[config.mk]
export PLATFORM = sky130hd
export DESIGN_NAME = gmii_tx_arbiter
export DESIGN_NICKNAME = d
export VERILOG_FILES = /design/src/rtl/gmii_tx_arbiter.sv
export SDC_FILE = /design/constraint.sdc
export NUM_CORES = 1
export LEC_CHECK = 0
export BUFFER_PORTS_ARGS = -buffer_cell sky130_fd_sc_hd__buf_2
export CAP_MARGIN = 40
export CORE_ASPECT_RATIO = 1.5
export CORE_MARGIN = 2
export CORE_UTILIZATION = 48
export DETAILED_ROUTE_END_ITERATION = 6
export PLACE_DENSITY = 0.74
export SLEW_MARGIN = 5
export SYNTH_ARGS = -nofsm -noshare
export SYNTH_HDL_FRONTEND = slang
export SYNTH_SLANG_ARGS = --single-unit
[constraint.sdc]
create_clock -name gmii_txc -period 2.45 [get_ports gmii_txc]
set_clock_uncertainty 0.2 [all_clocks]
set_input_delay 0.245 -clock gmii_txc [delete_from_list [all_inputs] [get_ports gmii_txc]]
set_output_delay 0.245 -clock gmii_txc [all_outputs]
set_load 0.05 [all_outputs]
[src/rtl/gmii_tx_arbiter.sv]
// -----------------------------------------------------------------------------
// gmii_tx_arbiter
//
// Shares a single GMII transmit path between two frame sources. It grants one
// source at a time, round-robin under contention, and forwards that source's
// tx_en/txd with one register stage. It also enforces:
//   - a start timeout while waiting for the granted source to begin a frame,
//   - a maximum frame length (the frame is cut and abort is pulsed), and
//   - a minimum inter-frame gap before the next grant.
//
// Ports
//   gmii_txc              clock, all logic on the rising edge
//   rst                   synchronous active-high reset
//   req0/req1             per-source request for transmit access
//   grant0/grant1         registered grant, one-hot or zero
//   src0_tx_en/src1_tx_en per-source GMII frame enable
//   src0_txd/src1_txd     per-source GMII data
//   gmii_tx_en/gmii_txd   registered merged GMII output
//   busy                  high whenever the arbiter is not idle
//   abort                 one-cycle pulse when a frame is cut at MAX_LEN
// -----------------------------------------------------------------------------
module gmii_tx_arbiter #(
  parameter int IFG_CYCLES = 12,
  parameter int MAX_LEN    = 1530,
  parameter int START_TO   = 16
) (
  input  logic       gmii_txc,
  input  logic       rst,
  input  logic       req0,
  input  logic       req1,
  output logic       grant0,
  output logic       grant1,
  input  logic       src0_tx_en,
  input  logic       src1_tx_en,
  input  logic [7:0] src0_txd,
  input  logic [7:0] src1_txd,
  output logic       gmii_tx_en,
  output logic [7:0] gmii_txd,
  output logic       busy,
  output logic       abort
);

  localparam int DATA_W = 8;
  localparam int LEN_W  = $clog2(MAX_LEN + 1);
  localparam int IFG_W  = $clog2(IFG_CYCLES + 1);
  localparam int TO_W   = $clog2(START_TO + 1);
  // The SEND cycle in which the source drops tx_en is already the first gap
  // cycle, so the IFG state itself lasts IFG_CYCLES-1 cycles.
  localparam int IFG_LAST = (IFG_CYCLES >= 2) ? IFG_CYCLES - 2 : 0;

  typedef enum logic [2:0] {
    S_IDLE  = 3'd0,
    S_WAIT  = 3'd1,
    S_SEND  = 3'd2,
    S_DRAIN = 3'd3,
    S_IFG   = 3'd4
  } state_t;

  state_t            state_q, state_d;
  logic              port_q, port_d;   // currently granted source
  logic              ptr_q, ptr_d;     // source favoured on a tie
  logic [LEN_W-1:0]  len_q, len_d;
  logic [IFG_W-1:0]  ifg_q, ifg_d;
  logic [TO_W-1:0]   to_q, to_d;
  logic [1:0]        grant_q, grant_d;
  logic              tx_en_q, tx_en_d;
  logic [DATA_W-1:0] txd_q, txd_d;
  logic              abort_q, abort_d;

  logic              sel_en, sel_req;

  // Control decisions use the source that already holds the grant.
  assign sel_en  = port_q ? src1_tx_en : src0_tx_en;
  assign sel_req = port_q ? req1 : req0;

  always_comb begin
    state_d = state_q;
    port_d  = port_q;
    ptr_d   = ptr_q;
    len_d   = len_q;
    ifg_d   = ifg_q;
    to_d    = to_q;
    abort_d = 1'b0;

    case (state_q)
      S_IDLE: begin
        if (req0 || req1) begin
          port_d  = (req0 && req1) ? ptr_q : req1;
          state_d = S_WAIT;
        end
      end
      S_WAIT: begin
        if (sel_en) begin
          state_d = S_SEND;
        end else if (!sel_req || (to_q == TO_W'(START_TO - 1))) begin
          state_d = S_IDLE;
          ptr_d   = ~port_q;
        end else begin
          to_d = to_q + 1'b1;
        end
      end
      S_SEND: begin
        // len_q counts output tx_en cycles after the one produced on WAIT
        // exit, so hitting MAX_LEN-1 here means MAX_LEN bytes are already out.
        if (!sel_en) begin
          state_d = S_IFG;
          ptr_d   = ~port_q;
        end else if (len_q == LEN_W'(MAX_LEN - 1)) begin
          state_d = S_DRAIN;
          abort_d = 1'b1;
        end else begin
          len_d = len_q + 1'b1;
        end
      end
      S_DRAIN: begin
        if (!sel_en) begin
          state_d = S_IFG;
          ptr_d   = ~port_q;
        end
      end
      S_IFG: begin
        if (ifg_q == IFG_W'(IFG_LAST)) begin
          state_d = S_IDLE;
        end else begin
          ifg_d = ifg_q + 1'b1;
        end
      end
      default: state_d = S_IDLE;
    endcase

    // Every counter starts from zero in whichever state is entered.
    if (state_d != state_q) begin
      len_d = '0;
      ifg_d = '0;
      to_d  = '0;
    end

    grant_d = 2'b00;
    if (state_d == S_WAIT || state_d == S_SEND || state_d == S_DRAIN) begin
      grant_d = port_d ? 2'b10 : 2'b01;
    end

    // The output register only carries source data for cycles spent in
    // WAIT or SEND; every other state (including DRAIN after a cut) shows zero.
    tx_en_d = 1'b0;
    txd_d   = '0;
    if (state_d == S_WAIT || state_d == S_SEND) begin
      tx_en_d = port_d ? src1_tx_en : src0_tx_en;
      txd_d   = port_d ? src1_txd : src0_txd;
    end
  end

  always_ff @(posedge gmii_txc) begin
    if (rst) begin
      state_q <= S_IDLE;
      port_q  <= 1'b0;
      ptr_q   <= 1'b0;
      len_q   <= '0;
      ifg_q   <= '0;
      to_q    <= '0;
      grant_q <= 2'b00;
      tx_en_q <= 1'b0;
      txd_q   <= '0;
      abort_q <= 1'b0;
    end else begin
      state_q <= state_d;
      port_q  <= port_d;
      ptr_q   <= ptr_d;
      len_q   <= len_d;
      ifg_q   <= ifg_d;
      to_q    <= to_d;
      grant_q <= grant_d;
      tx_en_q <= tx_en_d;
      txd_q   <= txd_d;
      abort_q <= abort_d;
    end
  end

  assign grant0     = grant_q[0];
  assign grant1     = grant_q[1];
  assign gmii_tx_en = tx_en_q;
  assign gmii_txd   = txd_q;
  assign busy       = (state_q != S_IDLE);
  assign abort      = abort_q;

endmodule

==> reports/qor.txt, run 1 <==
status: complete, no violations
Yosys top cell area share: 43.75%
placed cells: 260
dpl ws: 0.09867 ns
Worst Setup End Kind: register
fmax: 433.2 MHz
Worst slew margin: 61.59%
setup repair after global routing missed its margin: false
CTS tree: built
final instance area: 2085 µm²
largest net degree at the start of global routing: 21
top-count cell post-synth: dfxtp_1
antenna violations before repair: 0
kind of critical path: register to register
startpoint types: register
FILL cells: 310
Ports: 35
setup TNS: 0 ns
max incr delay on CP: 0.34 ns
prevailing post-synth register cell: dfxtp_1
CP max FO: 20
Synth area leader: dfxtp_1
Netlist cell types: 35
post-DP HPWL: 2561 µm
Seq/Total Area, Yosys: 43.75%
DR pass1 iterations: 4
Vias/cell: 5.388
Die Width: 52.49 µm
beginning of the critical path: to_q[0]$_SDFFE_PP0P_
Cell Area, Synth: 1693 µm²
NetSw: 450.6 µW
Finished Core Util: 61.61%
Pwr Density: 763.9 nW/µm²
grt ovf: 0
Avg Cell Area, Syn: 9.251 µm²
Syn Nets: 211
GRT Total Usage: 19.54%
first-pass GRT wire length: 5830 µm
area grow syn2layout: 23.13%
RR Startpoint: to_q[0]$_SDFFE_PP0P_
most used cell, CP: ha_1
share of cells above drive strength 1: 25.66%
DR iter-0 viols: 45
root buf cell: clkbuf_8
Layout Nets: 253
endpoints failing setup: 0
Critical Path Slowest Stage Cell: dfxtp_1
CP bufs+invs: 1
clk buf depth: 2
Synth Register Bits: 37
cell family with most CP delay: compound AO/OA/AOI/OAI gates
Int Power: 1.142 mW
antenna fix cells: 0
switch share: 28.30%
final period utilization: 94.21%
Placed Area: 1946 µm²
Clock Latency Late Sink: 0.29 ns
Clk pwr share: 39.9%
Initial Util: 50.04%
Hold Vio Cnt, Final: 0
vias in the first global route: 1351
Post-synth EDFFs: 0
non-filler cells, final: 268
max-slew violations: 0
Commonest cells post-synth: dfxtp_1 (37), nor2_1 (32), xnor2_1 (13)
Post-synth ARST share: 0%
Max Cap Violations: 0
post-route DRC violation count: 0
Critical Path AT: 2.32 ns
Max IR drop VDD: 0.4923 mV
port buffer count: 34
Avg WL per Cell: 13.12 µm
# rows: 26
crit path time final: 2.308 ns
Logic pwr share: 19.7%
CP Cell Sequence: ha_1, and3_1, ha_1, nor4_4, a41oi_2, a221o_1, buf_4, a211oi_2
overall die height: 76.74 µm
Hold/Removal Path Class: input port to register
Area contributors post-synth: dfxtp_1 (44%), mux2i_1 (7.1%), nor2_1 (7.1%)
CTS HTree Levels: 2
Slew @ Worst Pin: 0.5684 ns
Post-Syn Instances: 183
clock sink count: 37
gpl congestion: 0.8292
DRT antenna net count: 0
Hold Path Origin: src1_txd[7]
Vias: 1444
Detailed Route WL: 3517 µm
CTS Buf Count: 5
Worst EP required: 2.46 ns
die area: 4028 µm²
worst setup margin: 0.1418 ns
leakage power: 0.8378 nW
Ys Warns: 0
Clock transition at path regs: 0.07 ns
# hold bufs at CTS: 0
Core ar.: 3383 µm²
Seq pwr share: 40.4%
-- area by class of cell --
cell class / instances / area, µm² / area share, %
Clock buffer: 5 / 68.82 / 3.301
Multi-Input combinational cell: 130 / 889.6 / 42.68
Timing Repair Buffer: 42 / 230.2 / 11.04
Tap cell: 42 / 52.55 / 2.521
Clock inverter: 3 / 68.82 / 3.301
Inverter: 9 / 33.78 / 1.621
Sequential cell: 37 / 740.7 / 35.53
-- tightest hold or removal path: stages --
cell	delay [ns]
buf_2	0.09
mux2i_1	0.12
nor4_1	0.06
-- power by group through the flow --
stage,Clock [mW],Combinational [mW],Sequential (mW)
after global placement,0,0.307,0.656
after global routing,0.675,0.339,0.646
after CTS,0.652,0.314,0.643
after detailed placement,0,0.313,0.657
final,0.636,0.313,0.643
after floorplan,0,0.153,0.738
-- sequential cells by signal (all words and copies together), names as in the netlist --
signal / flops
grant_q: 2
gmii_txd: 8
abort: 1
to_q: 5
gmii_tx_en: 1
len_q: 11
ifg_q: 4
ptr_q: 1
port_q: 1
state_q: 3
-- metal layers --
metal / global-route usage, % / up-vias / wire [µm]
li1: - / 724 / -
met1: 19.65 / 672 / 1372
met2: 34.63 / 40 / 1835
met3: 4.864 / 8 / 207
met4: 11.03 / 0 / 102
met5: 0 / - / 0
-- logic make-up after synthesis --
kind of cell	count (synthesis)	share of synthesized area (%)
AO/OA/AOI/OAI	18	8.425
XOR/XNOR	16	8.278
flip-flops	37	43.75
buffers and inverters	16	3.769
AND/OR/NAND/NOR	77	23.58
multiplexers	13	7.761
adder cells (fa/ha/maj)	6	4.434
-- through the flow --
stage | power [mW] | hold slack [ns]
CTS | 1.609 | 0.05302
global route | 1.660 | 0.06988
finish | 1.592 | 0.06674
floorplan | 0.8906 | 0.2536
global placement | 0.9634 | 0.2921
detailed placement | 0.9700 | 0.3057
-- cells in the final DEF, fill, tap and decap left out, drive strengths merged, types with 3 or more instances in the layout --
master  netlist  layout
buf           4      42
dfxtp        37      37
nor2         32      32
xnor2        13      13
mux2i        12      12
nor4         12      12
inv           9      10
nand3         9       9
nand2         6       6
ha            6       6
nor3          5       5
a21oi         5       5
clkbuf        3       5
and3          4       4
o21ai         3       3
xor2          3       3
-- worst paths after layout --
kind	cells after the start	end	slack, ns
hold reg to reg	2	to_q[3]$_SDFFE_PP0P_	0.32
setup reg to reg	8	to_q[4]$_SDFFE_PP0P_	0.14
hold / removal	3	gmii_txd[7]$_SDFF_PP0_	0.07
setup / recovery	8	to_q[4]$_SDFFE_PP0P_	0.14
-- repair_timing --
| item | 4_1_cts | 5_1_grt |
|---|---|---|
| resized for setup | 0 | 1 |
| buffers inserted | 0 | 0 |
| endpoints found under the setup margin | 0 | 2 |
No activity file was read; power rests on OpenSTA's default activity.
==> run 2: changes to the inputs <==
==> constraint.sdc (replaced) <==
create_clock -name gmii_txc -period 2.45 [get_ports gmii_txc]
set_clock_uncertainty 0.2 [all_clocks]
set_input_delay 0.49 -clock gmii_txc [delete_from_list [all_inputs] [get_ports gmii_txc]]
set_output_delay 0.49 -clock gmii_txc [all_outputs]
set_load 0.05 [all_outputs]
==> run 2 against run 1 <==
Net effect:
- critical path depth unchanged
- die area unchanged
- register-to-register slack about the same
- via count down 0.90%
- worst setup slack worse by 0.014 ns
- combinational power up 4%
- wire length down 3.2%
- sequential power about the same
- flip-flop and latch count unchanged
- design area down 1.2%
==> reports/qor.txt, run 2 (synthesis results as in run 1) <==
startpoint types: register (unchanged)
CTS Buf Count: 5 (unchanged)
DR iter-0 viols: 27 (was 45)
crit path time final: 2.322 ns (was 2.308 ns)
clock sink count: 37 (unchanged)
register area: 740.7 µm² (unchanged)
endpoints failing setup: 0 (unchanged)
port buffer count: 34 (unchanged)
share of cells above drive strength 1: 26.52% (was 25.66%)
max-slew violations: 0 (unchanged)
reg2reg setup slack: 0.13 ns (was 0.14 ns)
GRT Total Usage: 18.68% (was 19.54%)
Die Width: 52.49 µm (unchanged)
Pwr Density: 661.6 nW/µm² (was 763.9 nW/µm²)
Layout Nets: 257 (was 253)
Critical Path AT: 2.33 ns (was 2.32 ns)
placed cells: 263 (was 260)
# rows: 26 (unchanged)
Core ar.: 3383 µm² (unchanged)
CP max FO: 6 (was 20)
antenna violations before repair: 0 (unchanged)
setup TNS: 0 ns (unchanged)
setup repair after global routing missed its margin: false (unchanged)
DRT antenna net count: 0 (unchanged)
DR pass1 iterations: 4 (unchanged)
Clock Latency Late Sink: 0.28 ns (was 0.29 ns)
antenna fix cells: 0 (unchanged)
Initial Util: 50.04% (unchanged)
max reg flops: 11 (unchanged)
Detailed Route WL: 3403 µm (was 3517 µm)
fmax: 430.6 MHz (was 433.2 MHz)
worst setup margin: 0.1277 ns (was 0.1418 ns)
final period utilization: 94.79% (was 94.21%)
Hold/Removal Path Class: input port to register (unchanged)
overall power: 1.363 mW (was 1.592 mW)
non-filler cells, final: 272 (was 268)
commonest non-fill, non-tap cell in the layout: dfxtp_1 (unchanged)
Critical Path Slowest Stage Cell: a221o_2 (was dfxtp_1)
post-route DRC violation count: 0 (unchanged)
cell family with most CP delay: compound AO/OA/AOI/OAI gates (unchanged)
CTS HTree Levels: 2 (unchanged)
Worst Setup End Kind: register (unchanged)
Worst slew margin: 60.94% (was 61.59%)
first-pass GRT wire length: 5830 µm (unchanged)
most frequent cells in the layout: dfxtp_1 (37), buf_2 (34), nor2_1 (32) (unchanged)
CP bufs+invs: 1 (unchanged)
hold slack: 0.3174 ns (was 0.06674 ns)
CTS tree: built (unchanged)
multi-input logic area: 889.6 µm² (unchanged)
root buf cell: clkbuf_8 (unchanged)
FILL cells: 309 (was 310)
Max Cap Violations: 0 (unchanged)
largest net degree at the start of global routing: 19 (was 21)
clk buf depth: 2 (unchanged)
area grow syn2layout: 21.66% (was 23.13%)
Vias/cell: 5.261 (was 5.388)
CP Cell Sequence: ha_1, and3_1, ha_1, nor4_4, a41oi_2, a221o_2, buf_4, a211oi_2 (was ha_1, and3_1, ha_1, nor4_4, a41oi_2, a221o_1, buf_4, a211oi_2)
# hold bufs at CTS: 0 (unchanged)
Avg WL per Cell: 12.51 µm (was 13.12 µm)
overall die height: 76.74 µm (unchanged)
vias in the first global route: 1393 (was 1351)
grt ovf: 0 (unchanged)
Max IR drop VDD: 0.4617 mV (was 0.4923 mV)
Vias: 1431 (was 1444)
status: complete, no violations (unchanged)
most used cell, CP: ha_1 (unchanged)
Worst EP required: 2.46 ns (about the same)
Hold Vio Cnt, Final: 0 (unchanged)
Ports: 35 (unchanged)
Slew @ Worst Pin: 0.5780 ns (was 0.5684 ns)
Clock transition at path regs: 0.07 ns (about the same)
gpl congestion: 0.8320 (was 0.8292)
die area: 4028 µm² (unchanged)
max incr delay on CP: 0.46 ns (was 0.34 ns)
Top reg by flops: len_q (unchanged)
post-DP HPWL: 2575 µm (was 2561 µm)
kind of critical path: register to register (unchanged)
leakage power: 0.8330 nW (was 0.8378 nW)
dpl ws: 0.08167 ns (was 0.09867 ns)
## run 2: changes by cell type in the layout (fill, tap and decap cells not counted)
cell	before	now
a221o_1	1	0
a221o_2	0	1
and4_1	0	1
and4_2	1	0
buf_4	8	12
bufinv_16	2	0
clkbuf_1	0	1
clkinv_2	0	2
inv_6	1	0
## run 2: worst paths after layout
kind	start	cells after the start	to
max	to_q[0]$_SDFFE_PP0P_	8	len_q[1]$_SDFFE_PP0P_
min	src1_txd[7]	3	gmii_txd[7]$_SDFF_PP0_
max reg2reg	to_q[0]$_SDFFE_PP0P_	8	len_q[1]$_SDFFE_PP0P_
min reg2reg	len_q[10]$_SDFFE_PP0P_	2	len_q[10]$_SDFFE_PP0P_
## run 2: routing by layer
metal	track usage, %	routed length [µm]
met2	33.75	1847
met5	0	0
met4	6.154	46
met3	5.447	204
met1	19.75	1305
## run 2: layout make-up
cell class | instances | area share (%)
clock inverter | 2 | 0.4860
timing repair buffer | 46 | 12.64
sequential | 37 | 35.97
tap | 42 | 2.552
inverter | 9 | 1.640
multi-input combinational | 130 | 43.20
clock buffer | 6 | 3.524
## run 2: worst min-delay path: stages
cell     delay, ns
buf_2         0.09
mux2i_1       0.12
nor4_1        0.05
## run 2: through the flow
| stage | utilization [%] | instance area, µm² |
|---|---|---|
| floorplan | - | 1693 |
| CTS | 60.61 | 2051 |
| finish | 60.87 | 2059 |
| global placement | 58.17 | 1968 |
| detailed placement | 58.17 | 1968 |
| global route | 60.87 | 2059 |
## run 2: timing repair
| action | in CTS | in global routing |
|---|---|---|
| setup endpoints to repair | 0 | 14 |
| buffers inserted | 0 | 1 |
| resized for setup | 0 | 1 |
## run 2: report_power, final
group / switching (mW) / internal (mW) / total (mW)
registers: 0.00868 / 0.632 / 0.641
logic: 0.215 / 0.110 / 0.325
clock network: 0.200 / 0.197 / 0.397
total: 0.424 / 0.939 / 1.36
